[src/rtl/game_pkg.sv]
// Shared types and constants for the game event scheduler: FSM encoding,
// event source indices and the default cause width.
package game_pkg;

  typedef enum logic [1:0] {
    IDLE,
    ASSERT,
    SERVICE,
    GAP
  } sched_state_t;

  localparam int SRC_FRAME   = 0;
  localparam int SRC_COLLIDE = 1;
  localparam int SRC_BTN     = 2;
  localparam int SRC_TIMER   = 3;

  localparam int DEF_NUM_SRC = 4;
  localparam int CAUSE_W     = $clog2(DEF_NUM_SRC);

endpackage

[src/rtl/game_event_scheduler_rr_arbiter.sv]
// Combinational round-robin pick: first eligible index at or after ptr,
// wrapping. The pointer register lives in the parent.
module rr_arbiter #(
  parameter int NUM_SRC = 4,
  parameter int CW      = $clog2(NUM_SRC)
) (
  input  logic [NUM_SRC-1:0] eligible,
  input  logic [CW-1:0]      ptr,
  output logic               grant_valid,
  output logic [CW-1:0]      grant_idx
);

  logic [CW:0]   sum;
  logic [CW-1:0] idx;

  // NOTE: every variable written in always_comb gets a default first, so no
  // path leaves it unassigned and no latch is inferred.
  always_comb begin
    grant_valid = 1'b0;
    grant_idx   = '0;
    sum         = '0;
    idx         = '0;
    // Walk from the farthest offset down so the nearest eligible index wins.
    for (int k = NUM_SRC - 1; k >= 0; k--) begin
      sum = {1'b0, ptr} + (CW + 1)'(k);
      if (sum >= (CW + 1)'(NUM_SRC)) sum = sum - (CW + 1)'(NUM_SRC);
      idx = sum[CW-1:0];
      if (eligible[idx]) begin
        grant_valid = 1'b1;
        grant_idx   = idx;
      end
    end
  end

endmodule

[src/rtl/game_event_scheduler.sv]
// Multiplexes game event sources onto the single KCPSM6 interrupt line with
// pending/overrun tracking, round-robin grant, service watchdog and gap timer.
module game_event_scheduler
  import game_pkg::*;
#(
  parameter int NUM_SRC  = DEF_NUM_SRC,
  parameter int TICK_DIV = 4,
  parameter int MIN_GAP  = 2,
  parameter int WDOG_CYC = 65535
) (
  input  logic                       clk,
  input  logic                       rst,
  input  logic [NUM_SRC-1:0]         evt_in,
  input  logic [NUM_SRC-1:0]         evt_mask,
  input  logic                       interrupt_ack,
  input  logic                       svc_done,
  input  logic                       ovr_clr,
  output logic                       interrupt,
  output logic [$clog2(NUM_SRC)-1:0] cause,
  output logic [NUM_SRC-1:0]         pending,
  output logic [NUM_SRC-1:0]         overrun,
  output logic                       busy,
  output logic                       wdog_err
);

  localparam int CW = $clog2(NUM_SRC);

  sched_state_t       state;
  logic [NUM_SRC-1:0] evt_d;
  logic [NUM_SRC-1:0] evt_edge;
  logic [NUM_SRC-1:0] ev_set;
  logic [NUM_SRC-1:0] eligible;
  logic [NUM_SRC-1:0] grant_clr;
  logic [7:0]         tick_cnt;
  logic               tick_hit;
  logic [CW-1:0]      ptr;
  logic [CW-1:0]      next_ptr;
  logic [CW-1:0]      grant_idx;
  logic               grant_valid;
  logic [15:0]        wdog_cnt;
  logic [3:0]         gap_cnt;

  assign evt_edge = evt_in & ~evt_d;
  assign tick_hit = evt_edge[SRC_FRAME] && (tick_cnt == 8'(TICK_DIV - 1));

  // The frame source only latches on every TICK_DIV-th edge.
  always_comb begin
    ev_set            = evt_edge;
    ev_set[SRC_FRAME] = tick_hit;
  end

  assign eligible  = pending & evt_mask;
  assign grant_clr = (state == IDLE && grant_valid) ? (NUM_SRC'(1) << grant_idx) : '0;
  assign next_ptr  = (cause == CW'(NUM_SRC - 1)) ? '0 : cause + CW'(1);

  rr_arbiter #(
    .NUM_SRC (NUM_SRC),
    .CW      (CW)
  ) u_rr_arbiter (
    .eligible    (eligible),
    .ptr         (ptr),
    .grant_valid (grant_valid),
    .grant_idx   (grant_idx)
  );

  // NOTE: sequential state is updated with non-blocking assignments only, so
  // every register samples pre-edge values regardless of statement order.
  always_ff @(posedge clk) begin
    if (!rst) begin
      evt_d    <= '0;
      tick_cnt <= '0;
      pending  <= '0;
      overrun  <= '0;
    end else begin
      evt_d <= evt_in;
      if (evt_edge[SRC_FRAME]) tick_cnt <= tick_hit ? 8'd0 : tick_cnt + 8'd1;
      // A fresh edge on the source being granted re-arms it without overrun.
      pending <= (pending & ~grant_clr) | ev_set;
      if (ovr_clr) overrun <= '0;
      else         overrun <= overrun | (ev_set & pending & ~grant_clr);
    end
  end

  always_ff @(posedge clk) begin
    if (!rst) begin
      state     <= IDLE;
      interrupt <= 1'b0;
      cause     <= '0;
      busy      <= 1'b0;
      wdog_err  <= 1'b0;
      ptr       <= '0;
      wdog_cnt  <= '0;
      gap_cnt   <= '0;
    end else begin
      if (ovr_clr) wdog_err <= 1'b0;
      unique case (state)
        IDLE: begin
          if (grant_valid) begin
            cause     <= grant_idx;
            interrupt <= 1'b1;
            busy      <= 1'b1;
            state     <= ASSERT;
          end
        end
        ASSERT: begin
          if (interrupt_ack) begin
            interrupt <= 1'b0;
            wdog_cnt  <= '0;
            state     <= SERVICE;
          end
        end
        SERVICE: begin
          if (svc_done) begin
            ptr     <= next_ptr;
            gap_cnt <= '0;
            state   <= GAP;
          end else if (wdog_cnt == 16'(WDOG_CYC - 1)) begin
            wdog_err <= !ovr_clr;
            ptr      <= next_ptr;
            gap_cnt  <= '0;
            state    <= GAP;
          end else begin
            wdog_cnt <= wdog_cnt + 16'd1;
          end
        end
        GAP: begin
          if (gap_cnt == 4'(MIN_GAP - 1)) begin
            busy  <= 1'b0;
            state <= IDLE;
          end else begin
            gap_cnt <= gap_cnt + 4'd1;
          end
        end
        default: state <= IDLE;
      endcase
    end
  end

endmodule
[config.mk]
export PLATFORM = sky130hd
export DESIGN_NAME = game_event_scheduler
export DESIGN_NICKNAME = d
export VERILOG_FILES = /design/src/rtl/game_pkg.sv /design/src/rtl/game_event_scheduler_rr_arbiter.sv /design/src/rtl/game_event_scheduler.sv
export SDC_FILE = /design/constraint.sdc
export NUM_CORES = 1
export LEC_CHECK = 0
export CELL_PAD_IN_SITES_DETAIL_PLACEMENT = 0
export CELL_PAD_IN_SITES_GLOBAL_PLACEMENT = 1
export CORE_MARGIN = 1
export CORE_UTILIZATION = 38
export DETAILED_ROUTE_END_ITERATION = 6
export PLACE_DENSITY_LB_ADDON = 0.1
export SLEW_MARGIN = 40
export SYNTH_ARGS = -nofsm -noshare
export SYNTH_HDL_FRONTEND = slang
export SYNTH_HIERARCHICAL = 1
export SYNTH_SLANG_ARGS = --single-unit
[constraint.sdc]
create_clock -name clk -period 2.17 [get_ports clk]
set_input_delay 0.434 -clock clk [delete_from_list [all_inputs] [get_ports clk]]
set_output_delay 0.434 -clock clk [all_outputs]
set_load 0.02 [all_outputs]
# [After elaboration in Yosys (flattened, before gate mapping)]
# Cells that the tools add are included.
[totals] register_bits=49 latch_bits=0 mem_bits_rw=0 rom_bits=0 inputBits=13 output_inout_bits=13 elab_cells=121 n_memories=0
[op_classes] n_addsub=11 n_mul=0 div=0 magnitude_cmp=8 n_eq_ne=14 shift=1 muxes=48 bitwise=10 n_reduce_logical=17
[ops] operator="16-bit 2-to-1 mux" n=3
[ops] operator="2-bit 2-to-1 mux" n=16
[ops] operator="16-bit one-hot mux with 2 select lines" n=1
[ops] operator="4-bit bitwise AND" n=5
[ops] operator="16-bit by 1-bit adder with 16-bit output (second input constant)" n=1
[ops] operator="16-bit equality test (second input constant)" n=1
[ops] operator="4-bit 2-to-1 mux" n=4
[ops] operator="1-bit 2-to-1 mux" n=15
[ops] operator="2-bit by 3-bit less-than comparator with 1-bit output (second input constant)" n=4
[ops] operator="2-bit != test (second input constant)" n=6
[ops] operator="2-bit nonzero test" n=5
[ops] operator="3-bit >= comparator (second input constant)" n=3
[ops] operator="3-bit AND reduction" n=3
[ops] operator="8-bit by 1-bit adder with 8-bit output (second input constant)" n=1
[ops] operator="1-bit binary-select mux with 2-bit select" n=4
[ops] operator="8-bit by 2-bit equality test with 1-bit output (second input constant)" n=1
[ops] operator="8-bit 2-to-1 mux" n=1
[ops] operator="4-bit NOT" n=2
[ops] operator="4-bit bitwise OR" n=2
[ops] operator="2-bit one-hot mux with 4 select lines" n=1
[ops] operator="4-bit one-hot mux with 2 select lines" n=1
[ops] operator="4-bit AND reduction" n=2
[ops] operator="2-bit by 1-bit subtractor with 2-bit output (second input constant)" n=4
[ops] operator="2-bit by 2-bit adder with 3-bit output (second input constant)" n=2
[ops] operator="other kinds (16)" n=21

# [Depth between registers and ports, before layout]
# Gate-level depths: netlist (run 1).
[logic_depth] word_depth=14 mapped_depth=8 mapped_depth_nobuf=8

# [Modules after synthesis]
# The synthesis (run 1) kept the hierarchy.
[modules_own_cells] mod="game_event_scheduler" instances=1 cells_each=289 area_per_inst_um2=2414.8
[modules_own_cells] mod="rr_arbiter" instances=1 cells_each=13 area_per_inst_um2=77.6

# [Worst setup path after synthesis (run 1)]
# OpenSTA, ideal clock, no wires.
[synth_path] path_kind="register -> register" start="reg wdog_cnt[0]" end="reg wdog_cnt[11]" arrival_time_ns=1.810 required_time_ns=2.100 path_slack_ns=0.290 path_stages_with_launch=8 path_cell_list="dfxtp_1 inv_1 ha_1 nand4_1 nor4_4 or4_1 or3_1 o21ai_1"
[synth_between] elab_chain_cells=4
[synth_lines] element="start: declaration" line="game_event_scheduler.sv:40" text="logic [15:0] wdog_cnt;"
[synth_lines] element="start signal: assignment" line="game_event_scheduler.sv:123" text="wdog_cnt <= wdog_cnt + 16'd1;"
[synth_lines] element="16-bit by 1-bit adder with 16-bit output" line="game_event_scheduler.sv:123"
[synth_lines] element="16-bit 2-to-1 mux" line="game_event_scheduler.sv:117" text="end else if (wdog_cnt == 16'(WDOG_CYC - 1)) begin"
[synth_lines] element="16-bit 2-to-1 mux" line="game_event_scheduler.sv:113" text="if (svc_done) begin"
[synth_lines] element="16-bit one-hot mux with 2 select lines" line="game_event_scheduler.sv:96" text="unique case (state)"
# Several ways; a longest one is shown, not always the timed one. The select of a mux whose other input is x is not followed.
# A chain may end at the register's enable or synchronous reset.

# [Worst setup path in the final report (run 1)]
[layout_path] start="reg wdog_cnt[0]" end="reg wdog_cnt[15]"
# The elaborated chain is that of the path after synthesis.

==> run metrics, run 1 <==
family with the most delay on the worst path simple AND/OR/NAND/NOR gates; PwrDens 764 mW/mm^2; launch point of the worst reg-to-reg path wdog_cnt[0]; flip-flop cell with the highest count after synthesis dfxtp_1; clock share of power 0.291; die height 83.0 um; hpwl dp 4170 um; slew at the pin closest to its max-slew limit 469 ps; violations in the final reports DRC; maximum number of pins on one net before global-route repair 22; global placer's final weighted congestion 0.777; width of the die between 80 and 90 um; NumNets Final 376; worst rel slew slack 0.684; global-route wire length before repair 9970 um; clock net sink count 49; flip-flop and latch count after synthesis 49; share of cells above drive strength 1 0.125; all-layer global routing usage 0.174; post-synthesis to final-layout area growth 25.1%; hold path startpoint wdog_cnt[13]; H-tree levels 2; final design instance area without fill 0.00312 mm^2; worst endpoint data arrival time 2210 ps; total nets after synthesis 326; startpoint of the most critical setup path wdog_cnt[0]; Synth top area share 0.394; Final Hold Violating Endpoints 0; number of standard-cell rows in the floorplan 29; setup TNS 0 ps; register clock-pin slew on the reported worst setup and hold paths 90 ps; async set-reset flop share out of synthesis 0; leakage dissipation ~1.2 nW; sequential element share of the synthesized area 0.394; list of cells traversed by the critical path inv_1, ha_1, nand4_1, nor4_4, or4_1, or3_1, o21ai_1; Critical-path top delay cell or4_1; total via count in the routed design 2217; number of antenna repair diodes 0; Comb power frac 0.286; leading post-synthesis cells by cell area dfxtp_1 (39%), ha_1 (5.5%), nor2_1 (5.0%); synthesized area per cell 8.25 um^2; RSZ-0062 raised after global routing no; setup repair bufs after CTS 0; min Tclk post-route 1980 ps; number of flops mapped to enable cells by yosys 0; Peak supply drop 0.424 mV; TritonCTS clock tree yes; Detailed Routing Iterations Pass 1 6; Placement Cell Area 0.00300 mm^2; leading cell types in the layout, fill and taps excluded dfxtp_1 (49), nor2_1 (33), nand2_1 (32); max-slew violation count 0; internal cell power 0.00164 W; Floorplan Core Area 0.00635 mm^2; initial antenna violation count 0; Setup crit start kind flip-flop; final wirelength ~5600 um; Antenna Nets Post-Route 0; maximum clock frequency 0.506 GHz; proportion of power drawn by flip-flops and latches 0.423; area of the die 0.00689 mm^2; number of distinct library cell variants in the gate-level netlist after synthesis 49; worst-skew pair later-pin latency around 300 ps; number of synthesis warnings 6; Detailed Route Iter0 Violations 84; number of port buffers 25; post-cts sizing count 0; buffers and inverters on the worst path 1; Post-Syn Area 0.00249 mm^2; Maximum Capacitance Violations 0; DRC viols 2; Setup Skew 4.62 ps; maximum root-to-sink buffer count 2; type of the most critical hold path flip-flop to flip-flop; area leader, netlist dfxtp_1; share of the cycle needed by the critical path after routing 0.911; Max stage delay on crit path 650 ps; switching part of the total power 0.313; critical setup path kind flip-flop to flip-flop; master cell of the clock root buffer clkbuf_8; Max FO, Critical Path 5; Worst EP required 2410 ps; Total Power Consumption approximately 0.0024 W; number of clock buffers inserted by TritonCTS 5; synthesized instance count 302; endpoints failing setup 0; net load switching power 0.000745 W; mean number of vias per cell approximately 5.2; outcome finished with violations; initial core utilization 0.393; overall overflow remaining after global route 0; commonest non-fill, non-tap cell in the layout dfxtp_1; mean routed wirelength per cell 13.1 um; capturing element type of the critical path flip-flop; number of buffers inserted by hold repair at cts 0; I/O pin total 26; via count of the first global-routing pass 2146
==> cells by family after synthesis <==
group | count (synthesis) | share of synthesized area
fa+ha+maj | 11 | 0.0552
simple gates | 143 | 0.295
flops | 49 | 0.394
xor+xnor | 8 | 0.0281
compound gates | 63 | 0.161
buf+inv | 20 | 0.0341
mux | 8 | 0.0326
==> Yosys cell counts (all sizes together) (2+ instances only) <==
master  instances
dfxtp          49
nor2b           7
o211ai          2
a41oi           2
clkbuf          8
xor2            6
nor4            4
nand2          32
o41ai           2
nand2b          9
o21a            4
ha             11
nand3          18
and2            9
nor3b           2
nor2           33
o21ai          18
and3            4
nand4           9
or3             5
a211oi          2
o221a           2
inv            11
o31ai           2
a21oi          20
mux2i           7
xnor2           2
nor3            6
==> power groups by stage <==
stage	registers, W	logic [W]	clock network, W
finish	0.00101	0.000680	0.000693
global route	0.00102	0.000763	0.000749
CTS	0.00101	0.000684	0.000710
detailed placement	0.00103	0.000682	0
global placement	0.00103	0.000683	0
floorplan	0.00105	0.000392	0
==> cell type report <==
cell class | instances | area, um^2
well taps | 77 | 96.3
repair buffers | 52 | 453
flip-flops and latches | 49 | 981
multi-input cells | 233 | 1430
clock inverters | 2 | 37.5
fillers | 634 | 3230
clock buffers | 6 | 82.6
inverters | 11 | 41.3
==> routing by layer <==
metal  up-vias  share of wire  GRT usage
met5         -              0          0
met4         0          0.013     0.0549
met3         7          0.031     0.0368
met2        34           0.42      0.269
met1      1010           0.53      0.241
li1       1166              -          -
==> registers in the layout (all words and copies together) (netlist names) <==
register / count
busy: 1
ptr: 2
evt_d: 4
cause: 2
pending: 4
tick_cnt: 8
wdog_err: 1
overrun: 4
wdog_cnt: 16
gap_cnt: 4
interrupt: 1
state: 2
==> metrics by stage <==
step                      std cells  setup WS [ps]   util  hold WS, ps
after global routing            430           38.2  0.491          502
after CTS                       430            162  0.491          479
after detailed placement        422          -81.9  0.472          463
final                           430            194  0.491          482
after floorplan                 302            290      -          441
after global placement          422          -70.4  0.472          462
==> path summary, 6_finish.rpt <==
path / depth (start not counted) / end / slack, ps
worst max-delay path: 7 / wdog_cnt[15] / 190
worst min-delay path: 2 / wdog_cnt[13] / 480
worst max register to register: 7 / wdog_cnt[15] / 190
worst min register to register: 2 / wdog_cnt[13] / 480
==> worst min-delay path, cell delays in order (launching register included) <==
cell	delay [ps]
dfxtp_1	340
inv_1	50
o21ai_1	60
No activity file was read; power rests on OpenSTA's default activity.
==> inputs of run 2 (changes only) <==
Settings changed: SYNTH_HIERARCHICAL 1 to unset.
Clock period 2.17 ns to 1.81 ns, I/O delays scaled along.
==> run 2 against run 1 <==
Against the previous run:
- the flow finishes with violations (setup timing)
- die area is 0.16% higher
- first-iteration DRC count is 40% lower
- utilization is 8.2 points higher
- clock skew is 2.6 ps higher
- global-route usage is 0.087 points higher
- non-clock buffer count is 40 higher
- largest cell class unchanged
- design area is 17% higher
- power is 30% higher
- critical endpoint unchanged
- sequential share of layout area is 4.2 points lower
- sequential power is 19% higher
- count of clock-buffer cells in the layout is 1 higher
- final cell count is 5.8% higher
==> run metrics, run 2 <==
flip-flop cell with the highest count after synthesis dfxtp_1; post-synthesis to final-layout area growth 45.7%; list of cells traversed by the critical path inv_2, ha_4, mux2i_4, a211o_1, a31o_4, or4_1, a21oi_1; critical setup path kind flip-flop to flip-flop; Detailed Routing Iterations Pass 1 4 (-2); Post-Syn Area 0.00250 mm^2 (+0.15%); final design instance area without fill 0.00364 mm^2 (+17%); outcome finished with violations; number of clock buffers inserted by TritonCTS 5 (unchanged); Antenna Nets Post-Route 0 (unchanged); initial core utilization 0.393 (+0.000591); maximum root-to-sink buffer count 2 (unchanged); Max stage delay on crit path 400 ps (-250 ps); slew at the pin closest to its max-slew limit 461 ps (-7.80 ps); Setup crit start kind flip-flop; proportion of synthesized area in mux cells 0.0165 (-0.0161); capturing element type of the critical path flip-flop; commonest non-fill, non-tap cell in the layout buf_4; overall overflow remaining after global route 0 (unchanged); master cell of the clock root buffer clkbuf_8; Comb power frac 0.379 (+0.093); synthesized area per cell 8.82 um^2 (+6.9%); FF-to-FF setup slack -50 ps (-240 ps); Floorplan Core Area 0.00635 mm^2 (unchanged); global placer's final weighted congestion 0.790 (+1.7%); fraction of the mapped netlist area in compound gates 0.205 (+0.0434); Most Crowded Layer GR met2; Setup Skew 7.24 ps (+2.62 ps); Final Instance Count excl. Fillers 455 (+5.8%); leading post-synthesis cells by cell area dfxtp_1 (39%), ha_1 (5.5%), nand2_1 (5.1%); maximum clock frequency 0.539 GHz (+6.4%); RSZ-0062 raised after global routing yes; clock net sink count 49 (unchanged); net load switching power 0.000997 W (+34%); Filler Cell Count 588 (-7.3%); post-synthesis simple-gate area fraction 0.268 (-0.0270); all-layer global routing usage 0.174 (+0.000874); Max FO, Critical Path 6 (+1); global-route wire length before repair 9940 um (-0.28%); initial antenna violation count 0 (unchanged); CP Capture Point wdog_cnt[15]; Stages on worst setup path 7 (unchanged); launch point of the worst reg-to-reg path state[1]; dominant combinational cell family by area after synthesis simple AND/OR/NAND/NOR gates; Placement Cell Area 0.00332 mm^2 (+11%); Total Power Consumption 0.00310 W (+30%); pre-CTS setup slack -379 ps (-297 ps); Final Hold Violating Endpoints 0 (unchanged); worst-skew pair later-pin latency 300 ps (about the same); area leader, netlist dfxtp_1; width of the die 83.1 um (about the same); final wirelength 6200 um (+10%); Synth top area share 0.393 (-0.000592); met2 demand-to-capacity share in global routing 0.286 (+0.0171); number of standard-cell rows in the floorplan 29 (unchanged); flip-flop and latch count after synthesis 49 (unchanged); leading cell types in the layout, fill and taps excluded buf_4 (65), dfxtp_1 (40), nand2_1 (33); H-tree levels 2 (unchanged); Detailed Route Iter0 Violations 50 (-40%); number of port buffers 25 (unchanged); area taken by multi-input logic gates 0.00164 mm^2 (+15%); number of flops mapped to enable cells by yosys 0 (unchanged); sequential element share of the synthesized area 0.393 (-0.000592); mean routed wirelength per cell 13.6 um (+4.4%); type of the most critical hold path flip-flop to flip-flop; max-slew violation count 0 (unchanged); placed cells 440 (+4.3%); clock share of power 0.233 (-0.058); violations in the final reports setup timing; number of antenna repair diodes 0 (unchanged); synthesized instance count 283 (-6.3%); least setup slack across all paths after layout -46.6 ps (-241 ps); share of the cycle needed by the critical path after routing 1.03 (+0.115); global routing met1 resource utilization 0.232 (-0.00882); reg2reg path depth 7 (unchanged); Layout Utilization 0.573 (+0.0816); number of distinct library cell variants in the gate-level netlist after synthesis 56 (+14%); area of the die 0.00690 mm^2 (+0.16%); Peak supply drop 0.480 mV (+13%); share of synthesized cell area in full adder, half adder and majority cells 0.0551 (-0.0000830); I/O pin total 26 (unchanged); most frequent cells after synthesis dfxtp_1 (49), nand2_1 (34), nor2_1 (16); min Tclk post-route 1860 ps (-119 ps); number of buffers inserted by hold repair at cts 0 (unchanged); total via count in the routed design 2404 (+8.4%); startpoint of the most critical setup path state[1]; Maximum Capacitance Violations 0 (unchanged); leakage dissipation 1.49 nW (+24%); async set-reset flop share out of synthesis 0 (unchanged); PwrDens 851 mW/mm^2 (+11%); share of the synthesized netlist area taken by xor and xnor gates 0.0351 (+0.00698); Critical-path top delay cell or4_1; share of cells above drive strength 1 0.336 (+0.211); register clock-pin slew on the reported worst setup and hold paths 90 ps (about the same); worst endpoint data arrival time 2100 ps (-110 ps); Global Route met3 Usage 0.0388 (+0.00199); maximum number of pins on one net before global-route repair 15 (-32%); total nets after synthesis 307 (-5.8%); sequential standard cell area 992 um^2 (+1.1%); hpwl dp 4500 um (+8.0%); switching part of the total power 0.322 (+0.00902); endpoints failing setup 3 (+3); worst flop-to-flop path endpoint wdog_cnt[15]; number of synthesis warnings 0 (-6); most numerous cell in the Yosys netlist dfxtp_1; via count of the first global-routing pass 2182 (+1.7%); buffers and inverters on the worst path 1 (unchanged); internal cell power 0.00210 W (+28%); Worst EP required 2050 ps (-360 ps); family with the most delay on the worst path compound AO/OA/AOI/OAI gates; die height 83.1 um (about the same); mean number of vias per cell 5.28 (+2.5%); worst rel slew slack 0.690 (+0.00620); largest registers wdog_cnt: 16 flops, tick_cnt: 8 flops; NumNets Final 401 (+6.6%); DRC viols 0 (-2); max reg flops 16 (unchanged); proportion of power drawn by flip-flops and latches 0.388 (-0.035); largest register by flop count wdog_cnt; TritonCTS clock tree yes
-- run 2: per-layer routing --
metal,part of all wire,vias up
met4,0.0082,0
met1,0.50,1125
met3,0.035,5
met5,0,-
met2,0.46,35
li1,-,1239
-- run 2: how the worst min path moves through the flow --
stage               slack (ps)    startpoint            to  depth (start not counted)
floorplan                  450  wdog_cnt[15]  wdog_cnt[15]                          2
global placement           440    overrun[1]    overrun[1]                          2
detailed placement         440    overrun[0]    overrun[0]                          2
CTS                        460    overrun[2]    overrun[2]                          2
global route               480    overrun[2]    overrun[2]                          2
finish                     460    overrun[0]    overrun[0]                          2
-- run 2: tightest hold or removal path: stages (launching register included) --
cell and delay, ps:
dfxtp_1 330, nand2_1 40, o21ai_0 50
-- run 2: through the flow --
stage               hold WS [ps]  TNS, ps
floorplan                    452    -53.9
global placement             441    -6770
detailed placement           444    -6770
CTS                          457     -158
global route                 479     -915
finish                       458     -135
-- run 2: cells by family after synthesis --
| family | after synthesis |
|---|---|
| flops | 49 |
| xor+xnor | 10 |
| simple gates | 120 |
| compound gates | 73 |
| mux | 4 |
| fa+ha+maj | 11 |
| buf+inv | 16 |
-- run 2: cell type report --
class | instances | area share
Clock inverter | 1 | 0.00138
Multi-Input combinational cell | 219 | 0.450
Tap cell | 77 | 0.0265
Sequential cell | 49 | 0.273
Inverter | 10 | 0.0103
Timing Repair Buffer | 92 | 0.212
Clock buffer | 7 | 0.0265
-- run 2: power by group through the flow --
stage	clock network, W	registers, W	logic, W
2_1_floorplan	0	0.00126	0.000516
3_3_place_gp	0	0.00122	0.00104
3_5_place_dp	0	0.00122	0.00105
4_1_cts	0.000754	0.00120	0.00105
5_1_grt	0.000796	0.00121	0.00128
6_report	0.000721	0.00120	0.00117
-- run 2: repair_timing --
action | in CTS | in global routing
cloned | 0 | 1
resized for setup | 8 | 35
pin swaps | 4 | 7
buffers inserted | 0 | 6
endpoints found under the setup margin | 14 | 33
==> inputs of run 3 (changes only) <==
Settings changed: ABC_CLOCK_PERIOD_IN_PS set to 1810.
==> results of run 3 <==
Final layout, timing and power as in run 2 (identical DEF).
